[src/rtl/reduce_minmax_pkg.sv]
// Shared definitions for the reduce_minmax streaming min/max reduction stage:
// FSM state encoding and reduction mode constants.
package reduce_minmax_pkg;

  typedef enum logic [1:0] {
    RMM_IDLE  = 2'd0,
    RMM_ACCUM = 2'd1,
    RMM_DONE  = 2'd2
  } rmm_state_e;

  localparam logic RMM_MODE_MAX = 1'b0;
  localparam logic RMM_MODE_MIN = 1'b1;

endpackage

[src/rtl/reduce_minmax_if.sv]
// Handshake bundle for reduce_minmax: burst control, operand stream and result.
// The master side drives requests and operands; the slave side is the reducer.
interface reduce_minmax_if #(
  parameter int DATA_WIDTH  = 8,
  parameter int INDEX_WIDTH = 8
);
  logic                   start;
  logic                   cfg_mode;
  logic [INDEX_WIDTH-1:0] cfg_len;
  logic                   busy;
  logic                   in_valid;
  logic                   in_ready;
  logic [DATA_WIDTH-1:0]  in_data;
  logic                   out_valid;
  logic                   out_ready;
  logic [DATA_WIDTH-1:0]  out_data;
  logic [INDEX_WIDTH-1:0] out_index;

  modport master (
    output start, cfg_mode, cfg_len, in_valid, in_data, out_ready,
    input  busy, in_ready, out_valid, out_data, out_index
  );

  modport slave (
    input  start, cfg_mode, cfg_len, in_valid, in_data, out_ready,
    output busy, in_ready, out_valid, out_data, out_index
  );
endinterface

[src/rtl/reduce_minmax_comparator.sv]
// Purely combinational unsigned magnitude comparator used by reduce_minmax
// to decide whether a new operand replaces the running best.
module comparator #(
  parameter int DATA_WIDTH = 8
) (
  input  logic [DATA_WIDTH-1:0] a,
  input  logic [DATA_WIDTH-1:0] b,
  output logic                  greater,
  output logic                  lower
);

  assign greater = (a > b);
  assign lower   = (a < b);

endmodule

[src/rtl/reduce_minmax.sv]
// Streaming min/max reduction returning the extreme value and the index of its
// first occurrence. Define REDUCE_SIGNED_EN for two's-complement operand ordering.
module reduce_minmax
  import reduce_minmax_pkg::*;
#(
  parameter int DATA_WIDTH  = 8,
  parameter int INDEX_WIDTH = 8
) (
  input  logic          clk,
  input  logic          reset_n,
  reduce_minmax_if.slave bus
);

  rmm_state_e             state_q, state_d;
  logic                   mode_q, mode_d;
  logic [INDEX_WIDTH-1:0] len_q, len_d;
  logic [INDEX_WIDTH-1:0] count_q, count_d;
  logic [DATA_WIDTH-1:0]  best_q, best_d;
  logic [INDEX_WIDTH-1:0] best_idx_q, best_idx_d;

  logic [DATA_WIDTH-1:0]  cmp_a, cmp_b;
  logic                   cmp_greater, cmp_lower;
  logic                   replace;

  // Flipping the MSB maps two's-complement order onto unsigned order.
  function automatic logic [DATA_WIDTH-1:0] cmp_key(input logic [DATA_WIDTH-1:0] x);
`ifdef REDUCE_SIGNED_EN
    return {~x[DATA_WIDTH-1], x[DATA_WIDTH-2:0]};
`else
    return x;
`endif
  endfunction

  assign cmp_a = cmp_key(bus.in_data);
  assign cmp_b = cmp_key(best_q);

  comparator #(.DATA_WIDTH(DATA_WIDTH)) u_cmp (
    .a       (cmp_a),
    .b       (cmp_b),
    .greater (cmp_greater),
    .lower   (cmp_lower)
  );

  // Strict comparison only: ties keep the earlier index.
  assign replace = (mode_q == RMM_MODE_MIN) ? cmp_lower : cmp_greater;

  always_comb begin
    state_d    = state_q;
    mode_d     = mode_q;
    len_d      = len_q;
    count_d    = count_q;
    best_d     = best_q;
    best_idx_d = best_idx_q;
    case (state_q)
      RMM_IDLE: begin
        if (bus.start) begin
          mode_d  = bus.cfg_mode;
          len_d   = bus.cfg_len;
          count_d = '0;
          state_d = RMM_ACCUM;
        end
      end
      RMM_ACCUM: begin
        if (bus.in_valid) begin
          if ((count_q == '0) || replace) begin
            best_d     = bus.in_data;
            best_idx_d = count_q;
          end
          // Terminal detection by equality so a full 2^INDEX_WIDTH burst never wraps.
          if (count_q == len_q) begin
            state_d = RMM_DONE;
          end else begin
            count_d = count_q + INDEX_WIDTH'(1);
          end
        end
      end
      RMM_DONE: begin
        if (bus.out_ready) begin
          state_d = RMM_IDLE;
        end
      end
      default: state_d = RMM_IDLE;
    endcase
  end

  always_ff @(posedge clk or negedge reset_n) begin
    if (!reset_n) begin
      state_q    <= RMM_IDLE;
      mode_q     <= RMM_MODE_MAX;
      len_q      <= '0;
      count_q    <= '0;
      best_q     <= '0;
      best_idx_q <= '0;
    end else begin
      state_q    <= state_d;
      mode_q     <= mode_d;
      len_q      <= len_d;
      count_q    <= count_d;
      best_q     <= best_d;
      best_idx_q <= best_idx_d;
    end
  end

  // Outputs decode from state or come straight from flops.
  assign bus.busy      = (state_q != RMM_IDLE);
  assign bus.in_ready  = (state_q == RMM_ACCUM);
  assign bus.out_valid = (state_q == RMM_DONE);
  assign bus.out_data  = best_q;
  assign bus.out_index = best_idx_q;

endmodule
[src/flat_wrapper.sv]
// flat-port wrapper written by rule: the top's interface ports become plain ports
module reduce_minmax_flat import reduce_minmax_pkg::*;
#(
  parameter int DATA_WIDTH  = 8,
  parameter int INDEX_WIDTH = 8
)
  (clk, reset_n, bus_start, bus_cfg_mode, bus_cfg_len, bus_in_valid, bus_in_data, bus_out_ready, bus_busy, bus_in_ready, bus_out_valid, bus_out_data, bus_out_index);
  reduce_minmax_if #(.DATA_WIDTH(DATA_WIDTH), .INDEX_WIDTH(INDEX_WIDTH)) bus_i ();
  input  logic clk;
  input  logic reset_n;
  input wire logic [$bits(bus_i.start)-1:0] bus_start;
  input wire logic [$bits(bus_i.cfg_mode)-1:0] bus_cfg_mode;
  input wire logic [$bits(bus_i.cfg_len)-1:0] bus_cfg_len;
  input wire logic [$bits(bus_i.in_valid)-1:0] bus_in_valid;
  input wire logic [$bits(bus_i.in_data)-1:0] bus_in_data;
  input wire logic [$bits(bus_i.out_ready)-1:0] bus_out_ready;
  output wire logic [$bits(bus_i.busy)-1:0] bus_busy;
  output wire logic [$bits(bus_i.in_ready)-1:0] bus_in_ready;
  output wire logic [$bits(bus_i.out_valid)-1:0] bus_out_valid;
  output wire logic [$bits(bus_i.out_data)-1:0] bus_out_data;
  output wire logic [$bits(bus_i.out_index)-1:0] bus_out_index;
  assign bus_i.start = bus_start;
  assign bus_i.cfg_mode = bus_cfg_mode;
  assign bus_i.cfg_len = bus_cfg_len;
  assign bus_i.in_valid = bus_in_valid;
  assign bus_i.in_data = bus_in_data;
  assign bus_i.out_ready = bus_out_ready;
  assign bus_busy = bus_i.busy;
  assign bus_in_ready = bus_i.in_ready;
  assign bus_out_valid = bus_i.out_valid;
  assign bus_out_data = bus_i.out_data;
  assign bus_out_index = bus_i.out_index;
  reduce_minmax #(.DATA_WIDTH(DATA_WIDTH), .INDEX_WIDTH(INDEX_WIDTH)) u_core (.clk(clk), .reset_n(reset_n), .bus(bus_i));
endmodule
[config.mk]
export PLATFORM = sky130hd
export DESIGN_NAME = reduce_minmax_flat
export DESIGN_NICKNAME = d
export VERILOG_FILES = /design/src/rtl/reduce_minmax_pkg.sv /design/src/rtl/reduce_minmax_if.sv /design/src/rtl/reduce_minmax_comparator.sv /design/src/rtl/reduce_minmax.sv /design/src/flat_wrapper.sv
export SDC_FILE = /design/constraint.sdc
export NUM_CORES = 1
export LEC_CHECK = 0
export CAP_MARGIN = 20
export CORE_MARGIN = 4
export CORE_UTILIZATION = 30
export CTS_CLUSTER_DIAMETER = 30
export DETAILED_ROUTE_END_ITERATION = 10
export GPL_ROUTABILITY_DRIVEN = 0
export REMOVE_ABC_BUFFERS = 1
export SYNTH_ARGS = -nofsm -noshare
export SYNTH_HDL_FRONTEND = slang
export SYNTH_HIERARCHICAL = 1
export SYNTH_SLANG_ARGS = --single-unit
[constraint.sdc]
create_clock -name clk -period 2.34 [get_ports clk]
set_clock_uncertainty 0.05 [all_clocks]
set_input_delay 0.468 -clock clk [delete_from_list [all_inputs] [get_ports clk]]
set_output_delay 0.468 -clock clk [all_outputs]
set_load 0.01 [all_outputs]
==> results of run 1 <==
-- worst max-delay path by stage --
stage,from,endpoint,cells past startpoint
final,bus_in_data[1],u_core/bus.out_data[5],10
after global routing,u_core/bus.out_data[1],u_core/bus.out_data[7],10
after CTS,bus_in_data[5],u_core/bus.out_data[2],9
after detailed placement,bus_in_data[1],u_core/bus.out_data[2],10
after global placement,bus_in_data[1],u_core/bus.out_data[6],10
after floorplan,bus_in_data[1],u_core/bus.out_data[0],8
-- worst max-delay path, cell delays in order --
cell and delay (ns):
dlygate4sd2_1 0.27, ha_4 0.27, nor2b_4 0.13, o211ai_2 0.08, a21oi_2 0.18, o21ba_4 0.18
mux2i_4 0.07, a21oi_4 0.25, buf_6 0.16, mux2_2 0.32
-- power by group through the flow --
stage               clock [W]  combinational [W]  sequential [W]
global placement            0            0.00147         0.00111
floorplan                   0           0.000890         0.00112
global route         0.000538            0.00179         0.00115
CTS                  0.000517            0.00158         0.00111
finish               0.000491            0.00164         0.00111
detailed placement          0            0.00150         0.00112
-- metal layers --
metal	GRT usage [%]	vias to the layer above
li1	-	725
met1	15.1	739
met2	18.6	43
met3	3.23	11
met4	4.33	0
met5	0	-
-- synthesized netlist by cell type (3+ instances only) --
master / instances
a211o_2: 3
a21oi_1: 6
dfrtp_1: 35
ha_1: 10
inv_1: 15
mux2_2: 23
nand2_1: 9
nand4_1: 5
nor2_1: 8
o211ai_1: 3
o32ai_1: 3
xor2_1: 8
-- logic make-up (layout without fill, tap and decap cells) --
group / after synthesis / in the layout / synth area share [%]
XOR/XNOR: 10 / 10 / 4.40
multiplexers: 27 / 27 / 15.1
buffers and inverters: 22 / 73 / 5.22
AND/OR/NAND/NOR: 41 / 41 / 13.2
flip-flops: 35 / 35 / 44.0
AO/OA/AOI/OAI: 28 / 28 / 11.8
adder cells (fa/ha/maj): 10 / 10 / 6.29
-- what timing repair did --
action,in CTS,in global routing
pin swaps,7,6
gates cloned,0,0
endpoints found under the setup margin,16,16
resized for setup,14,12
hold buffers,0,0
-- registers in the layout, summed over array words and instances (netlist names) --
name	cells
u_core/len_q	8
u_core/bus.out_index	8
u_core/mode_q	1
u_core/state_q	2
u_core/count_q	8
u_core/bus.out_data	8
-- stage by stage --
step | std cells | utilization (%)
CTS | 301 | 41.6
floorplan | 166 | -
finish | 301 | 42.6
global placement | 293 | 39.4
detailed placement | 293 | 39.4
global route | 301 | 42.6
-- final cells by class --
| cell class | instances | share of cell area [%] |
|---|---|---|
| Multi-Input combinational cell | 116 | 40.2 |
| Timing Repair Buffer | 50 | 18.2 |
| Sequential cell | 35 | 32.2 |
| Tap cell | 77 | 3.54 |
| Clock buffer | 7 | 3.54 |
| Clock inverter | 1 | 0.276 |
| Inverter | 15 | 2.07 |
==> results.cfg, run 1 <==
[drt]
drt-met1-wl_mm = 1.93
antenna_left = 0
drt_iter0_markers = 76
detail_route.wl_per_cell_um = 14.3
num_vias = 1518
top_layer_used = met4
viasPerCell = 5.04
drt_first_pass_iters = 4
drt_wl_total_mm = 4.31
wl_met2_mm = 2.02
met3_length_um = 292
route.detailed.drc = 0

[power_and_ir_drop]
leakagePower_nw = 1.15
switchingPower_w = 0.00118
comb_power_share_pct = 50.6
p_clk_share_pct = 15.2
p_int_w = 0.00206
seqPwrFrac_pct = 34.2
peakVddDrop_v = 0.000603
p_total_w = 0.00324
powerDensity_mw_per_mm2 = 1190
switching_share_pct = 36.3

[critical_path]
arrival_ns = 2.38
start_kind = input pin
cp.required_ns = 2.47
timing.rr.end = u_core/bus.out_data[5]
ff2ff_path_depth = 10
critPathMaxFanout = 5
r2r-start = u_core/bus.out_data[1]
path_class = input pin to register
worst-r2r-setup-slack_ns = 0.10
end_kind = register

[sta]
fin_crit_ns = 2.26
hold_viol_final = 0
slew_violations = 0
fmax_ghz = 0.443
whs_ns = 0.415
finalSetupTns_ns = 0
worst_slack_ns = 0.0825
final-setup-viol-count = 0
finalCritPeriodShare_pct = 96.5
slew_headroom_pct = 60.7
worstMarginPinSlew_ns = 0.585

[logic_synthesis]
ys_ff_latch = 35
synth.distinct_cells = 47
seq_area_frac_synth_pct = 44.0
yosys.area.top_type = dfrtp_1
synth_edf_count = 0
avgSynthCellArea_um2 = 11.5
synthFlopType = dfrtp_1
ys_warn_count = 6
synthesis.area_mm2 = 0.00199
synth_top_area_share_pct = 44.0
synthCells = 173
synthTopCellsByArea = dfrtp_1 (44%), mux2_2 (13%), ha_1 (6.3%)
async_flop_share_pct = 100

[layout]
postLayoutCellArea_mm2 = 0.00272
final_cell_mix = dfrtp_1 (35), clkdlybuf4s50_1 (32), mux2_2 (23), inv_1 (14), nand2_1 (9)
area_delta_synth_final_pct = 36.6
multiInputGateArea_mm2 = 0.00109
insertedDiodeCount = 0
nets = 255
register_area_um2 = 876
num-fill-cells = 612
drive_above_1_share_pct = 29.5
final_common_cell = dfrtp_1

[cts]
cts-buffers-inserted = 5
cts_tree = built
cts_buffer_depth = 2
clkLatencyLatePin_ns = 0.29
clockRootBuffer = clkbuf_8
clkSinkCount = 35
htree_levels = 2
clk_pin_slew_ns = 0.07
cts_setup_buffers = 0

[floorplanning]
coreArea_mm2 = 0.00639
num_rows = 29
die_w_um = 89.5
io_pins = 41
die_h_um = 89.5
die_area_mm2 = 0.00800
start_util_pct = 31.2

[grt]
grt_overflow = 0
grt_use_total_pct = 11.7
grt_pass1_vias = 1563
antenna_found_initial = 0
grt_max_degree = 36
grt_pass1_wl_mm = 7.23

[placement]
dpl.hpwl_mm = 3.11
dpl-instance-area_mm2 = 0.00251
port_buffers = 40
dp_worst_setup_slack_ns = -0.414

[hold_path]
holdCritStartpoint = bus_in_data[5]
hold_path_end = u_core/bus.out_data[5]
hold_depth = 2
hold_class = input pin to register

[status]
status = complete, no violations

[job]
maxCapViolCount = 0
No activity file was read; power rests on OpenSTA's default activity.
==> inputs of run 2 (changes only) <==
--- a/config.mk
+++ b/config.mk
@@ -12,6 +12,7 @@
 export DETAILED_ROUTE_END_ITERATION = 10
 export GPL_ROUTABILITY_DRIVEN = 0
 export REMOVE_ABC_BUFFERS = 1
+export SKIP_CTS_REPAIR_TIMING = 1
 export SYNTH_ARGS = -nofsm -noshare
 export SYNTH_HDL_FRONTEND = slang
 export SYNTH_HIERARCHICAL = 1
==> results.cfg, run 2 (synthesized netlist as in run 1, its figures left out) <==
[critical_path]
end_kind = register
crit_end = u_core/bus.out_data[3]
critPathMaxFanout = 5
start_kind = register
r2r-start = u_core/bus.out_data[1]
worst-r2r-setup-slack_ns = 0.11
arrival_ns = 2.36
path_class = register to register
cp_cell_sequence = inv_1 > ha_4 > nor2b_2 > o211ai_2 > a21oi_2 > o21ba_4 > mux2i_2 > a21oi_4 > buf_4 > mux2_1
critPathSlowestCell = dfrtp_1
timing.rr.end = u_core/bus.out_data[3]
ff2ff_path_depth = 10
critPathBufInv = 2
cpLargestDelayFamily = compound AO/OA/AOI/OAI gates
path_depth = 10
crit_path_start = u_core/bus.out_data[1]
cp.required_ns = 2.46
crit_path_max_incr_delay_ns = 0.40

[floorplanning]
io_pins = 41
die_h_um = 89.5
die_area_mm2 = 0.00800
die_w_um = 89.5
num_rows = 29
coreArea_mm2 = 0.00639
start_util_pct = 31.2

[layout]
area_delta_synth_final_pct = 37.4
num-fill-cells = 613
final_cell_mix = dfrtp_1 (35), clkdlybuf4s50_1 (32), mux2_2 (23), inv_1 (15), nand2_1 (9)
final_util_pct = 42.8
final_common_cell = dfrtp_1
drive_above_1_share_pct = 29.5
postLayoutCellArea_mm2 = 0.00274
stdcell_count = 301
nets = 255
insertedDiodeCount = 0

[placement]
dp_cells = 293
dpl-instance-area_mm2 = 0.00251
dpl.hpwl_mm = 3.11
port_buffers = 40

[cts]
cts-buffers-inserted = 5
htree_levels = 2
cts_tree = built
clkLatencyLatePin_ns = 0.29
clk_pin_slew_ns = 0.07
clockRootBuffer = clkbuf_8
cts_buffer_depth = 2
clkSinkCount = 35

[drt]
antenna_left = 0
num_vias = 1525
viasPerCell = 5.07
route.detailed.drc = 0
detail_route.wl_per_cell_um = 14.5
drt_first_pass_iters = 4
drt_wl_total_mm = 4.37
drt_iter0_markers = 57

[grt]
grt_max_degree = 36
antenna_found_initial = 0
grt_overflow = 0
grt_pass1_vias = 1563
grt_use_total_pct = 11.5
grt_pass1_wl_mm = 7.17

[sta]
finalCritPeriodShare_pct = 95.5
worstMarginPinSlew_ns = 0.586
fmax_ghz = 0.448
rsz0062_at_grt = no
fin_crit_ns = 2.23
slew_headroom_pct = 60.6
finalSetupTns_ns = 0
hold_viol_final = 0
whs_ns = 0.412
slew_violations = 0
final-setup-viol-count = 0

[hold_path]
hold_class = input pin to register

[status]
status = complete, no violations

[power_and_ir_drop]
powerDensity_mw_per_mm2 = 1180
peakVddDrop_v = 0.000601
leakagePower_nw = 1.18

[job]
maxCapViolCount = 0
## run 2: cell type report
type                       instances  area, um^2  area share (%)
timing repair buffer              50         510            18.7
clock buffer                       7        96.3            3.52
tap                               77        96.3            3.52
sequential                        35         876            32.0
inverter                          15        56.3            2.06
clock inverter                     1        7.51           0.274
multi-input combinational        116        1090            39.9
## run 2: power by group
| part | internal, W | switching (W) | total (W) | leakage (nW) |
|---|---|---|---|---|
| Sequential | 0.000863 | 0.000242 | 0.00110 | 0.413 |
| Combinational | 0.000921 | 0.000707 | 0.00163 | 0.715 |
| Clock | 0.000268 | 0.000224 | 0.000492 | 0.0505 |
| Total | 0.00205 | 0.00117 | 0.00322 | 1.18 |
## run 2: worst register-to-register path, stage by stage, from the launching register on
cell and delay (ns):
dfrtp_1 0.40, inv_1 0.11, ha_4 0.21, nor2b_2 0.15
o211ai_2 0.15, a21oi_2 0.09, o21ba_4 0.19, mux2i_2 0.21
a21oi_4 0.12, buf_4 0.15, mux2_1 0.30
## run 2: metal layers
metal  GRT usage, %  part of all wire (%)  vias to the layer above
li1               -                     -                      725
met1           14.7                    44                      743
met2           18.6                    47                       46
met3           3.23                   6.8                       11
met4           4.33                   1.6                        0
met5              0                     0                        -
## run 2: worst min-delay path by stage
stage,start,endpoint,slack (ns),cells past startpoint
floorplan,reset_n,u_core/bus.out_data[0],0.12,0
global placement,u_core/bus.out_index[1],u_core/bus.out_index[1],0.44,1
detailed placement,u_core/bus.out_index[0],u_core/bus.out_index[0],0.45,1
CTS,u_core/bus.out_index[1],u_core/bus.out_index[1],0.47,1
global route,bus_in_data[0],u_core/bus.out_data[0],0.41,2
finish,bus_in_data[0],u_core/bus.out_data[0],0.41,2
## run 2: through the flow
stage / power (W) / setup WS, ns
floorplan: 0.00201 / 0.0906
global placement: 0.00259 / -0.358
detailed placement: 0.00262 / -0.414
CTS: 0.00313 / -0.107
global route: 0.00347 / 0.00556
finish: 0.00322 / 0.106
